--- src/rtl/fifo_flit_serializer.sv ---
`default_nettype none
// ============================================================================
// Module      : fifo_flit_serializer
// Description : Pops packets from the packet FIFO and serializes each one onto
//               a valid/ready flit link, least-significant flit first, with a
//               last-flit marker for downstream reassembly.
// Revision    : 1.0 - initial release
// ============================================================================
module fifo_flit_serializer #(
    parameter int PACKET_WIDTH = 40,
    parameter int FLIT_WIDTH   = 8
) (
    input  logic                    clk,
    input  logic                    rst_n,
    input  logic                    i_fifo_empty,
    input  logic [PACKET_WIDTH-1:0] i_fifo_packet,
    output logic                    o_fifo_rd_en,
    output logic [FLIT_WIDTH-1:0]   o_flit,
    output logic                    o_flit_valid,
    output logic                    o_flit_last,
    input  logic                    i_flit_ready,
    output logic                    o_busy
);

    // Flits per packet; the shift register is padded up to a whole number of
    // flits so the upper bits of a short final flit read as zero.
    localparam int c_NUM_FLITS = (PACKET_WIDTH + FLIT_WIDTH - 1) / FLIT_WIDTH;
    localparam int c_SR_WIDTH  = c_NUM_FLITS * FLIT_WIDTH;
    localparam int c_CNT_WIDTH = (c_NUM_FLITS > 1) ? $clog2(c_NUM_FLITS) : 1;

    localparam logic [c_CNT_WIDTH-1:0] c_LAST_CNT = c_CNT_WIDTH'(c_NUM_FLITS - 1);
    localparam logic [c_CNT_WIDTH-1:0] c_CNT_ONE  = c_CNT_WIDTH'(1);

    localparam logic [1:0] c_ST_IDLE = 2'd0;
    localparam logic [1:0] c_ST_POP  = 2'd1;
    localparam logic [1:0] c_ST_LOAD = 2'd2;
    localparam logic [1:0] c_ST_SEND = 2'd3;

    logic [1:0]             r_state;
    logic [1:0]             w_state_next;
    logic [c_SR_WIDTH-1:0]  r_shift;
    logic [c_CNT_WIDTH-1:0] r_cnt;

    logic w_send;
    logic w_last;
    logic w_xfer;

    // Link-side decode comes purely from registered state so valid never
    // depends on ready and read-enable is glitch-free.
    assign w_send       = (r_state == c_ST_SEND);
    assign w_last       = (r_cnt == c_LAST_CNT);
    assign w_xfer       = w_send & i_flit_ready;

    assign o_fifo_rd_en = (r_state == c_ST_POP);
    assign o_flit_valid = w_send;
    assign o_flit_last  = w_send & w_last;
    assign o_flit       = r_shift[FLIT_WIDTH-1:0];
    assign o_busy       = (r_state != c_ST_IDLE);

    // State register.
    always_ff @(posedge clk) begin
        if (!rst_n) begin
            r_state <= c_ST_IDLE;
        end else begin
            r_state <= w_state_next;
        end
    end

    // Next-state logic; the empty flag matters only in IDLE and on the
    // final flit transfer, which allows back-to-back packets without idling.
    always_comb begin
        w_state_next = r_state;
        case (r_state)
            c_ST_IDLE: begin
                if (!i_fifo_empty) begin
                    w_state_next = c_ST_POP;
                end
            end
            c_ST_POP: begin
                w_state_next = c_ST_LOAD;
            end
            c_ST_LOAD: begin
                w_state_next = c_ST_SEND;
            end
            c_ST_SEND: begin
                if (w_xfer && w_last) begin
                    w_state_next = i_fifo_empty ? c_ST_IDLE : c_ST_POP;
                end
            end
            default: begin
                w_state_next = c_ST_IDLE;
            end
        endcase
    end

    // Shift register and flit counter: load the popped packet one cycle
    // after the read pulse, then shift one flit out per accepted transfer.
    always_ff @(posedge clk) begin
        if (!rst_n) begin
            r_shift <= '0;
            r_cnt   <= '0;
        end else if (r_state == c_ST_LOAD) begin
            r_shift <= c_SR_WIDTH'(i_fifo_packet);
            r_cnt   <= '0;
        end else if (w_xfer && !w_last) begin
            r_shift <= r_shift >> FLIT_WIDTH;
            r_cnt   <= r_cnt + c_CNT_ONE;
        end
    end

endmodule
`default_nettype wire

--- config.mk ---
export PLATFORM = sky130hd
export DESIGN_NAME = fifo_flit_serializer
export DESIGN_NICKNAME = d
export VERILOG_FILES = /design/src/rtl/fifo_flit_serializer.sv
export SDC_FILE = /design/constraint.sdc
export NUM_CORES = 1
export LEC_CHECK = 0
export ABC_AREA = 1
export BUFFER_PORTS_ARGS = -buffer_cell sky130_fd_sc_hd__buf_2
export CORE_ASPECT_RATIO = 1.4
export CORE_UTILIZATION = 40
export DETAILED_ROUTE_END_ITERATION = 10
export SLEW_MARGIN = 20
export SYNTH_ARGS = -nofsm -noshare
export SYNTH_HDL_FRONTEND = slang
export SYNTH_SLANG_ARGS = --single-unit
export TNS_END_PERCENT = 5
--- constraint.sdc ---
create_clock -name clk -period 4.6 [get_ports clk]
set_clock_uncertainty 0.05 [all_clocks]
set_input_delay 0.46 -clock clk [delete_from_list [all_inputs] [get_ports clk]]
set_output_delay 0.46 -clock clk [all_outputs]
set_load 0.005 [all_outputs]
=== Yosys cells after proc, flatten, opt, wreduce, memory -nomap -nowiden ===
Cells that the tools add are included.

* Add/subtract/negate cells: 1
* Bitwise operators: 3
* Reduce and logical (&&, ||, !) cells: 8
* Multiplexer cells: 6
* Equal/unequal tests: 6

{| class="wikitable"
|+ Operator list
! cell !! count
|-
| 40-bit two-way mux || 2
|-
| 2-bit case mux with 4 select lines || 1
|-
| 2-bit == test (second input constant) || 2
|-
| 2-bit two-way mux || 2
|-
| 2-bit nonzero test || 2
|-
| 3-bit by 1-bit adder with 3-bit output (second input constant) || 1
|-
| 3-bit == test (second input constant) || 1
|-
| 1-bit AND || 2
|-
| 2-bit by 1-bit == test with 1-bit output (second input constant) || 1
|-
| 1-bit logical AND || 2
|-
| 2-bit zero test || 1
|-
| 2-bit by 1-bit inequality test with 1-bit output (second input constant) || 1
|-
| 2-bit inequality test (second input constant) || 1
|-
| 2-bit AND reduction || 1
|-
| 2-bit OR reduction || 1
|-
| 1-bit zero test || 1
|-
| 1-bit two-way mux || 1
|-
| 1-bit inverter || 1
|}

* Input bits: 44
* Word-level logic and storage cells: 27
* Bits in registers: 45

=== Depth between registers and ports, before layout ===
Gate-level depths: netlist of the first run.

* Depth in word-level cells: 5
* Gate-level depth with buffers: 10
* Mapped depth without buffers: 8

=== Least setup slack after synthesis of the first run ===
OpenSTA, ideal clock, no wires.

* Path type: reg-to-reg
* From: register r_state[0]
* To: register r_shift[0]
* Data required time: 4.480 ns
* Arrival: 1.311 ns
* Period minus slack after synthesis: 1.432 ns
* Setup time: 0.070 ns
* Stages on the path, launching flop included: 11
* Buffers on the path: 3
* Setup slack: 3.168 ns
* Path through: dfxtp_1 -> inv_1 -> ha_1 -> buf_6 -> clkinv_2 -> buf_8 -> buf_6 -> nand2_1 -> nand2_1 -> nand2_1 -> a21oi_1

* Word-level cells in the longest chain between the ends: 4
* Elaborated cells between the ends (all ways): 6
* Those cells by class: eq/ne (2); mux (1); bitwise (1); reduce/logical (2)

{| class="wikitable"
|+ Ends and longest elaborated chain
! item !! RTL line !! RTL
|-
| start, declared || 39 || <nowiki>logic [1:0] r_state;</nowiki>
|-
| start signal, assigned || 63 || <nowiki>r_state <= c_ST_IDLE;</nowiki>
|-
| start signal, assigned || 65 || <nowiki>r_state <= w_state_next;</nowiki>
|-
| 2-bit == test || 50 || <nowiki>assign w_send = (r_state == c_ST_SEND);</nowiki>
|-
| 1-bit AND || 52 || <nowiki>assign w_xfer = w_send & i_flit_ready;</nowiki>
|-
| 1-bit logical AND || 105 || <nowiki>end else if (w_xfer && !w_last) begin</nowiki>
|-
| 2-bit nonzero test (no line) || -- ||
|-
| end signal, assigned || 103 || <nowiki>r_shift <= c_SR_WIDTH'(i_fifo_packet);</nowiki>
|-
| end signal, assigned || 106 || <nowiki>r_shift <= r_shift >> FLIT_WIDTH;</nowiki>
|-
| end, declared || 41 || <nowiki>logic [c_SR_WIDTH-1:0] r_shift;</nowiki>
|}

Several ways; a longest one is shown, not always the timed one.
A chain may end at the register's enable or synchronous reset.

=== Worst setup path after layout of the first run ===
* From: register r_state[0]
* To: register r_shift[12]

Same word-level chain as after synthesis.

==> results of run 1 <==
## state kept, by name, indices dropped and copies added, names as in the netlist
signal	flops
r_state	2
r_shift	40
r_cnt	3
## cell usage in the layout, fill, tap and decap left out, types with 2 or more instances in the layout
cell        n
a21oi_1    42
buf_2      55
buf_4       3
clkbuf_8    7
clkinv_2    2
dfxtp_1    45
ha_1        8
inv_1      10
nand2_1   149
nand2_2     2
nand3_1    41
nor2_1     10
o21ai_1     2
## layout make-up
class	instances	area, um2
Clock buffer	7	96.3
Sequential cell	45	901
Tap cell	68	85.1
Fill cell	600	2980
Clock inverter	1	5.00
Multi-Input combinational cell	256	1150
Inverter	12	46.3
Timing Repair Buffer	58	298
## metrics by stage
step | worst slack [ps] | total power [mW] | hold WS [ps]
after floorplan | 3170 | 0.910 | 407
after global placement | 1980 | 0.937 | 421
after detailed placement | 1950 | 0.940 | 424
after CTS | 1920 | 1.21 | 347
after global routing | 1690 | 1.30 | 360
final | 1950 | 1.19 | 358
## worst paths after layout
kind | start | end | slack (ps)
max | r_state[0] | r_shift[12] | 1950
min | i_fifo_packet[36] | r_shift[36] | 360
max reg2reg | r_state[0] | r_shift[12] | 1950
min reg2reg | r_shift[7] | r_shift[7] | 430
## power by group through the flow
stage / registers [mW] / logic (mW) / clock network (mW)
after detailed placement: 0.478 / 0.462 / 0
after floorplan: 0.471 / 0.439 / 0
after global placement: 0.477 / 0.460 / 0
final: 0.469 / 0.457 / 0.268
after global routing: 0.476 / 0.530 / 0.292
after CTS: 0.469 / 0.464 / 0.278
## cell families after synthesis
family / after synthesis / synth area share, %
adder cells (fa/ha/maj): 8 / 4.28
buffers and inverters: 44 / 12.1
AND/OR/NAND/NOR: 203 / 35.3
flip-flops: 45 / 38.5
XOR/XNOR: 1 / 0.374
AO/OA/AOI/OAI: 44 / 9.41
## worst max-delay path: stages, from the launching register on
cell and delay, ps:
dfxtp_1 400, inv_1 120, ha_1 210, buf_4 260
clkinv_2 150, buf_4 540, nand2_2 510, nand2_1 190
a21oi_1 70
## per-layer routing
metal / part of all wire [%] / wire [um]
met5: 0 / 0
met4: 1.4 / 69
met3: 4.4 / 218
met2: 50 / 2500
met1: 44 / 2200
==> impl_summary.log, run 1 <==
INFO  metric run_status = finished, final reports clean
INFO  metric ctsResizeCount = 0
INFO  metric gr-usage-met1 = approximately a fifth
INFO  metric grt_util_met2 = 31.2%
INFO  metric tns = 0 ps
INFO  metric cp_endpoint_kind = flip-flop
INFO  metric synth-async-reset-ratio = 0%
INFO  metric post-cts-setup-buffer-count = 0
INFO  metric ys_top_cells_by_count = nand2_1 (149), dfxtp_1 (45), a21oi_1 (42)
INFO  metric drt_first_iter_violations = approximately 130
INFO  metric cts_hold_buffers = 0
INFO  metric final_cell_count_no_fill = about 450
INFO  metric met3_usage = between 3 and 4%
INFO  metric worst_slew_pin_slew = roughly 630 ps
INFO  metric ctsHtreeMaxLevel = 2
INFO  metric synthToLayoutAreaGrowth = 10.5%
INFO  metric cell_internal_pwr = just over 700 uW
INFO  metric maxCapViolCount = 0
INFO  metric synth_largest_type_area_fraction = 38.5%
INFO  metric remaining_drc_errors = 0
INFO  metric powerDensity = between 400 and 500 nW/um2
INFO  metric setup.worst_path.start_class = flip-flop
INFO  metric yosysUniqueCellTypes = 18
INFO  metric post_route_cells_drive_above_1_share = around 18%
INFO  metric total_leakage_power = 1.20 nW
INFO  metric syn-cell-area = approximately 2300 um2
INFO  metric timing.max_slew.rel_slack = about 58%
INFO  metric layout.core_utilization = a little under half
INFO  metric antenna_left = 0
INFO  metric worst_hold_path.num_cells = 3
INFO  metric rsz_0062_raised_after_global_routing = no
INFO  metric final_critical_path_required_period = 2650 ps
INFO  metric setup.worst_path.class = flip-flop to flip-flop
INFO  metric die-area = just over 6000 um2
INFO  metric grt_pass1_vias = ~2000
INFO  metric worst_ep_arrival_time = ~2800 ps
INFO  metric grt_residual_overflow = 0
INFO  metric dr_total_vias = 2149
INFO  metric maxClockFrequency = approximately 0.38 GHz
INFO  metric ys_top_cells_by_area = dfxtp_1 (39%), nand2_1 (24%), a21oi_1 (9.0%), nand3_1 (8.8%), buf_4 (6.1%)
INFO  metric vias_per_cell = approximately 4.8
INFO  metric clock_latency = about 300 ps
INFO  metric synth_warnings = 0
INFO  metric power_frac_comb = around two fifths
INFO  metric slew_viol_final = 0
INFO  metric insertedDiodeCount = 0
INFO  metric synth_fp_nets = 397
INFO  metric top_count_cell_post_synth = nand2_1
INFO  metric globalRouteTotalUtil = ~17%
INFO  metric clock_network_power_share = approximately 22%
INFO  metric cts_root_buf = clkbuf_8
INFO  metric wire_length_of_the_first_global_routing_pass = roughly 8.4 mm
INFO  metric cp_max_fo = 67
INFO  metric dr.pass1.iters = 4
INFO  metric grt_start_max_net_pins = 68
INFO  metric seqPwrFrac = approximately two fifths
INFO  metric avgSynthCellArea = a little under 7 um2
INFO  metric route.final.wire_length = between 4 and 5 mm
INFO  metric swShare = 40.0%
INFO  metric synth_top_flop_cell = dfxtp_1
INFO  metric p_switching = 478 uW
INFO  metric number_of_antenna_violations_at_the_first_check_in_global_routing = 0
INFO  metric path_clk_slew = 80 ps
INFO  metric max-vdd-ir-drop = approximately 0.32 mV
INFO  metric initial_core_util = around 42%
INFO  metric number_of_cells_after_detailed_placement = between 400 and 500
INFO  metric tritoncts = built
INFO  metric finalWeightedCongestion = 0.702
INFO  metric post-synth-top-area-cell = dfxtp_1
INFO  metric tightest_hold_check_type = input port to flip-flop
INFO  metric finalInstanceArea = ~2600 um2
INFO  metric die_h = around 92 um
INFO  metric route.detailed.wl_per_inst = 11.2 um
INFO  metric synthesis.instances = ~350
INFO  metric placement_rows = 32
INFO  metric hold_viol = 0
INFO  metric io_pins = 56
INFO  metric ys_seq_elements = 45
INFO  metric fp.coreArea = 5570 um2
INFO  metric r2r_depth = 8
INFO  metric net_total_in_the_final_layout = 430
INFO  metric dp_hpwl = 3.28 mm
INFO  metric synth_enable_flop_cells = 0
INFO  metric tritoncts_num_sinks = between 40 and 50
INFO  metric buffer_ports.inserted = 55
INFO  metric post_dp_cell_area = ~2500 um2
INFO  metric grt-busiest-layer = met2
INFO  metric critical_path_required_time = 4730 ps
INFO  metric synth-seq-area-share = about two fifths
INFO  metric ctsLongestPathBuffers = 2
INFO  metric finalCritPeriodShare = around 58%
INFO  metric die_w = approximately 67 um
INFO  metric tritoncts.num_buffers = 5
INFO  metric finalSetupViolations = 0
No activity file was read; power rests on OpenSTA's default activity.
==> run 2: changes to the inputs <==
--- a/config.mk
+++ b/config.mk
@@ -5,11 +5,12 @@
 export SDC_FILE = /design/constraint.sdc
 export NUM_CORES = 1
 export LEC_CHECK = 0
-export ABC_AREA = 1
+export ABC_AREA = 0
 export BUFFER_PORTS_ARGS = -buffer_cell sky130_fd_sc_hd__buf_2
 export CORE_ASPECT_RATIO = 1.4
 export CORE_UTILIZATION = 40
 export DETAILED_ROUTE_END_ITERATION = 10
+export PLACE_DENSITY = 0.65
 export SLEW_MARGIN = 20
 export SYNTH_ARGS = -nofsm -noshare
 export SYNTH_HDL_FRONTEND = slang
==> constraint.sdc (replaced) <==
create_clock -name clk -period 2.2 [get_ports clk]
set_clock_uncertainty 0.05 [all_clocks]
set_input_delay 0.22 -clock clk [delete_from_list [all_inputs] [get_ports clk]]
set_output_delay 0.22 -clock clk [all_outputs]
set_load 0.005 [all_outputs]
==> impl_summary.log, run 2 <==
INFO  metric run_status = finished, final reports clean
INFO  metric yosysUniqueCellTypes = 27
INFO  metric post-synth-top-area-cell = dfxtp_1
INFO  metric r2r_depth = 5
INFO  metric buffer_ports.inserted = 55
INFO  metric net_total_in_the_final_layout = between 300 and 400
INFO  metric synth_enable_flop_cells = 0
INFO  metric die_w = roughly 64 um
INFO  metric regMostFlops = r_shift
INFO  metric maxClockFrequency = between 0.5 and 0.6 GHz
INFO  metric hold_viol = 0
INFO  metric post-cts-setup-buffer-count = 0
INFO  metric synth-async-reset-ratio = 0%
INFO  metric fp.coreArea = about 5200 um2
INFO  metric ys_top_cells_by_count = dfxtp_1 (45), nand3_1 (34), o21ai_1 (34)
INFO  metric worst_hold_slack = between 100 and 150 ps
INFO  metric tritoncts = built
INFO  metric insertedDiodeCount = 0
INFO  metric grt_pass1_vias = a little under 2000
INFO  metric worst_ep_arrival_time = 1960 ps
INFO  metric ctsHtreeMaxLevel = 2
INFO  metric biggestRegsByFlops = r_shift (40), r_cnt (3), r_state (2)
INFO  metric tightest_hold_check_type = input port to flip-flop
INFO  metric number_of_cells_after_detailed_placement = ~370
INFO  metric synth_top_family_by_area = compound AO/OA/AOI/OAI gates
INFO  metric maxCapViolCount = 0
INFO  metric final_critical_path_required_period = approximately 1800 ps
INFO  metric dp_hpwl = 3.70 mm
INFO  metric synth_fp_nets = 327
INFO  metric synthXorXnorAreaFrac = 0%
INFO  metric worst_slew_pin_slew = between 300 and 400 ps
INFO  metric max-vdd-ir-drop = around 0.5 mV
INFO  metric cp_max_fo = 5
INFO  metric synth_mux_area_share = 0%
INFO  metric setup.worst_path.start_class = flip-flop
INFO  metric ys_top_cells_by_area = dfxtp_1 (41%), a31oi_1 (9.2%), nand3_1 (7.8%), o21ai_1 (7.8%), o21ai_0 (7.3%)
INFO  metric setup.worst_path.class = flip-flop to flip-flop
INFO  metric wire_length_of_the_first_global_routing_pass = 8.88 mm
INFO  metric finalWeightedCongestion = about 0.73
INFO  metric avgSynthCellArea = about 8 um2
INFO  metric timing.max_slew.rel_slack = 76.5%
INFO  metric cp_endpoint_kind = flip-flop
INFO  metric slew_viol_final = 0
INFO  metric dr_total_vias = 2156
INFO  metric synth_top_flop_cell = dfxtp_1
INFO  metric globalRouteTotalUtil = roughly a fifth
INFO  metric io_pins = 56
INFO  metric synthesis.instances = between 200 and 300
INFO  metric report.power.total = 2.69 mW
INFO  metric layout_common_cells = buf_2 (55), dfxtp_1 (45), nand3_1 (34), o21ai_1 (34)
INFO  metric placement_rows = 31
INFO  metric route.detailed.wl_per_inst = around 14 um
INFO  metric final_cell_count_no_fill = 380
INFO  metric synth-seq-area-share = about two fifths
INFO  metric synth_largest_type_area_fraction = between 40% and 50%
INFO  metric worst_hold_path.num_cells = 3
INFO  metric remaining_drc_errors = 0
INFO  metric synthToLayoutAreaGrowth = 18.8%
INFO  metric cts_root_buf = clkbuf_8
INFO  metric finalSetupViolations = 0
INFO  metric initial_core_util = 42.1%
INFO  metric ctsResizeCount = 0
INFO  metric powerDensity = approximately 1000 nW/um2
INFO  metric ctsLongestPathBuffers = 2
INFO  metric finalInstanceArea = ~2600 um2
INFO  metric post_route_cells_drive_above_1_share = approximately 25%
INFO  metric post_dp_cell_area = between 2000 and 3000 um2
INFO  metric synth_warnings = 0
INFO  metric total_leakage_power = 0.988 nW
INFO  metric drt_first_iter_violations = 232
INFO  metric cts_hold_buffers = 0
INFO  metric syn-cell-area = 2190 um2
INFO  metric rsz_0062_raised_after_global_routing = no
INFO  metric tritoncts.num_buffers = 5
INFO  metric flip_flop_count_of_the_largest_register_after_layout = 40
INFO  metric die_h = 89.5 um
INFO  metric antenna_left = 0
INFO  metric vias_per_cell = ~5.7
INFO  metric mostFrequentLayoutCell = buf_2
INFO  metric synth_adder_area_share = 4.58%
INFO  metric route.final.wire_length = about 5.5 mm
INFO  metric clock_latency = slightly below 300 ps
INFO  metric finalCritPeriodShare = between 80 and 90%
INFO  metric simple_gate_share_of_the_synthesized_area = roughly 13%
INFO  metric ys_seq_elements = between 40 and 50
INFO  metric grt_start_max_net_pins = 43
INFO  metric synth_compound_gate_area_share = 31.8%
INFO  metric path_clk_slew = 80 ps
INFO  metric tns = 0 ps
INFO  metric top_count_cell_post_synth = dfxtp_1
INFO  metric number_of_antenna_violations_at_the_first_check_in_global_routing = 0
INFO  metric die-area = between 5000 and 6000 um2
INFO  metric dr.pass1.iters = 4
INFO  metric critical_path_required_time = around 2300 ps
INFO  metric tritoncts_num_sinks = 45
INFO  metric grt_residual_overflow = 0
## run 2: worst paths after layout
check             slack, ps         startpoint     endpoint
setup / recovery        370         r_state[0]   r_state[0]
hold reg to reg         430        r_shift[13]   r_shift[5]
hold / removal          110  i_fifo_packet[33]  r_shift[33]
setup reg to reg        370         r_state[0]   r_state[0]
## run 2: worst max-delay path, stage by stage, from the launching register on
cell	delay (ps)
dfxtp_1	430
inv_1	120
ha_1	220
and2_1	170
or3_1	380
o311a_1	350
## run 2: area by class of cell
| class | instances | area, um2 |
|---|---|---|
| Timing Repair Buffer | 66 | 408 |
| Multi-Input combinational cell | 187 | 1080 |
| Inverter | 8 | 30.0 |
| Clock inverter | 2 | 13.8 |
| Fill cell | 547 | 2600 |
| Clock buffer | 6 | 82.6 |
| Tap cell | 66 | 82.6 |
| Sequential cell | 45 | 901 |
## run 2: per-layer routing
layer / vias up / GRT usage [%] / wire [um]
li1: 1079 / - / -
met1: 1023 / 22.9 / 2390
met2: 47 / 36.0 / 2790
met3: 7 / 3.19 / 209
met4: 0 / 6.06 / 62
met5: - / 0 / 0
## run 2: kinds of logic (layout without fill, tap and decap cells)
| logic type | count (synthesis) | after routing |
|---|---|---|
| buffers and inverters | 43 | 82 |
| AO/OA/AOI/OAI | 123 | 123 |
| AND/OR/NAND/NOR | 56 | 56 |
| adder cells (fa/ha/maj) | 8 | 8 |
| flip-flops | 45 | 45 |
## run 2: through the flow
stage / utilization (%) / setup WS [ps]
2_1_floorplan: - / 520
3_3_place_gp: 48.1 / 463
3_5_place_dp: 48.1 / 358
4_1_cts: 50.0 / 348
5_1_grt: 50.0 / 263
6_report: 50.0 / 373
## run 2: power breakdown
group	total, mW	switching, mW	leakage [nW]	internal, mW
registers	1.24	0.153	0.367	1.08
logic	0.922	0.491	0.570	0.430
clock network	0.537	0.282	0.0512	0.255
==> run 3: changes to the inputs <==
--- a/config.mk
+++ b/config.mk
@@ -5,12 +5,11 @@
 export SDC_FILE = /design/constraint.sdc
 export NUM_CORES = 1
 export LEC_CHECK = 0
-export ABC_AREA = 0
+export ABC_AREA = 1
 export BUFFER_PORTS_ARGS = -buffer_cell sky130_fd_sc_hd__buf_2
 export CORE_ASPECT_RATIO = 1.4
 export CORE_UTILIZATION = 40
 export DETAILED_ROUTE_END_ITERATION = 10
-export PLACE_DENSITY = 0.65
 export SLEW_MARGIN = 20
 export SYNTH_ARGS = -nofsm -noshare
 export SYNTH_HDL_FRONTEND = slang
==> constraint.sdc (replaced) <==
create_clock -name clk -period 1.91 [get_ports clk]
set_clock_uncertainty 0.05 [all_clocks]
set_input_delay 0.191 -clock clk [delete_from_list [all_inputs] [get_ports clk]]
set_output_delay 0.191 -clock clk [all_outputs]
set_load 0.005 [all_outputs]
==> impl_summary.log, run 3 (synthesis results as in run 1) <==
INFO  metric drt_first_iter_violations = 93
INFO  metric maxCapViolCount = 0
INFO  metric path_clk_slew = 80 ps
INFO  metric dp_hpwl = roughly 3.5 mm
INFO  metric finalSetupViolations = 0
INFO  metric final.fill_count = around 620
INFO  metric post_route_cells_drive_above_1_share = roughly 20%
INFO  metric route.detailed.wl_per_inst = between 10 and 15 um
INFO  metric wl_met1 = about 2.4 mm
INFO  metric slew_viol_final = 0
INFO  metric layout_common_cells = nand2_1 (149), buf_2 (55), dfxtp_1 (45)
INFO  metric post-cts-setup-buffer-count = 0
INFO  metric maxClockFrequency = approximately 0.59 GHz
INFO  metric tritoncts_num_sinks = 45
INFO  metric vias_per_cell = about 4.8
INFO  metric cts_hold_buffers = 0
INFO  metric finalWeightedCongestion = 0.708
INFO  metric antenna_left = 0
INFO  metric synthToLayoutAreaGrowth = 13.6%
INFO  metric critical-path-top-cell-by-count = nand2_1
INFO  metric timing.max_slew.rel_slack = 83.5%
INFO  metric timing.critical_path.slowest_stage_cell = dfxtp_1
INFO  metric worst_ep_arrival_time = ~1900 ps
INFO  metric ctsResizeCount = 0
INFO  metric number_of_antenna_violations_at_the_first_check_in_global_routing = 0
INFO  metric worst_slew_pin_slew = about 250 ps
INFO  metric route.met2.wl = ~2.4 mm
INFO  metric dr.pass1.iters = 4
INFO  metric ctsLongestPathBuffers = 2
INFO  metric max-vdd-ir-drop = 0.606 mV
INFO  metric net_total_in_the_final_layout = 436
INFO  metric rsz_0062_raised_after_global_routing = no
INFO  metric insertedDiodeCount = 0
INFO  metric remaining_drc_errors = 0
INFO  metric route.final.wire_length = around 5.1 mm
INFO  metric critical_path_required_time = 2100 ps
INFO  metric report.power.total = 3.06 mW
INFO  metric met3RoutedLength = ~260 um
INFO  metric biggestRegsByFlops = r_shift (40), r_cnt (3), r_state (2)
INFO  metric flip_flop_count_of_the_largest_register_after_layout = 40
INFO  metric finalCritPeriodShare = around nine tenths
INFO  metric tns = 0 ps
INFO  metric grt_pass1_vias = a little under 2000
INFO  metric critical-path-max-stage-delay = about 410 ps
INFO  metric dr_total_vias = roughly 2200
INFO  metric mostFrequentLayoutCell = nand2_1
INFO  metric wire_length_of_the_first_global_routing_pass = around 8.7 mm
INFO  metric final_critical_path_required_period = between 1500 and 2000 ps
INFO  metric ctsHtreeMaxLevel = 2
INFO  metric initial_core_util = between 40 and 50%
INFO  metric cp_endpoint_kind = flip-flop
INFO  metric clock_latency = roughly 290 ps
INFO  metric buffer_ports.inserted = 55
INFO  metric placement_rows = 32
INFO  metric setup.worst_path.start_class = flip-flop
INFO  metric fp.coreArea = 5570 um2
INFO  metric die_w = 66.6 um
INFO  metric total_leakage_power = around 1.2 nW
INFO  metric die-area = 6160 um2
INFO  metric run_status = finished, final reports clean
INFO  metric regMostFlops = r_shift
INFO  metric io_pins = 56
INFO  metric setup.worst_path.class = flip-flop to flip-flop
INFO  metric worstPathCellList = inv_1 -> ha_1 -> clkinv_2 -> buf_12 -> nand2_1 -> nand2_1 -> nand2_1 -> a21oi_1
INFO  metric hold_viol = 0
INFO  metric routed.top_layer = met4
INFO  metric die_h = 92.5 um
INFO  metric cp_max_fo = 47
INFO  metric tritoncts = built
INFO  metric powerDensity = about 1100 nW/um2
INFO  metric grt_residual_overflow = 0
INFO  metric tightest_hold_check_type = input port to flip-flop
INFO  metric grt_start_max_net_pins = 48
INFO  metric globalRouteTotalUtil = ~18%
INFO  metric cts_root_buf = clkbuf_8
INFO  metric tritoncts.num_buffers = 5
## run 3: changes by cell type in the layout (fill, tap and decap cells not counted), moves of 7 or more
cell / delta
a21oi_1: +30
a31oi_1: -32
nand2_1: +138
nand3_1: +7
nor2_1: +9
o211ai_1: -8
o21ai_0: -32
o21ai_1: -32
## run 3: power breakdown
part	internal, mW	switching [mW]
clock	0.380	0.315
sequential	1.06	0.0716
combinational	0.430	0.802
total	1.87	1.19
## run 3: area by class of cell
class | instances | area (um2) | share of cell area, %
clock buffer | 5 | 68.8 | 2.59
clock inverter | 2 | 35.0 | 1.32
inverter | 12 | 46.3 | 1.74
multi-input combinational | 256 | 1150 | 43.4
sequential | 45 | 901 | 33.9
tap | 68 | 85.1 | 3.20
timing repair buffer | 64 | 368 | 13.8
## run 3: per-layer routing
| layer | GRT usage, % | up-vias |
|---|---|---|
| met5 | 0 | - |
| met4 | 7.09 | 0 |
| met3 | 4.56 | 8 |
| met2 | 31.4 | 59 |
| met1 | 21.6 | 940 |
| li1 | - | 1158 |
## run 3: per-stage QoR
stage | instances | setup WS [ps] | area [um2] | util [%] | hold WS [ps]
3_3_place_gp | 445 | 264 | 2550 | 45.9 | 397
2_1_floorplan | 345 | 478 | 2340 | - | 262
6_report | 452 | 211 | 2660 | 47.8 | 86.2
4_1_cts | 452 | 189 | 2660 | 47.8 | 74.2
3_5_place_dp | 445 | 217 | 2550 | 45.9 | 398
5_1_grt | 452 | 21.6 | 2660 | 47.8 | 71.9
## run 3: final timing paths
check / from / to / slack, ps / cells past startpoint
setup / recovery: r_state[0] / r_shift[17] / 210 / 8
hold / removal: i_fifo_packet[32] / r_shift[32] / 90 / 3
setup reg to reg: r_state[0] / r_shift[17] / 210 / 8
hold reg to reg: r_shift[35] / r_shift[35] / 430 / 2
## run 3: critical path, delay by kind of cell, from the launching register on
family	cells	cell delay, ps
flops	1	410
simple gates	3	250
buf+inv	3	570
fa+ha+maj	1	260
compound gates	1	110
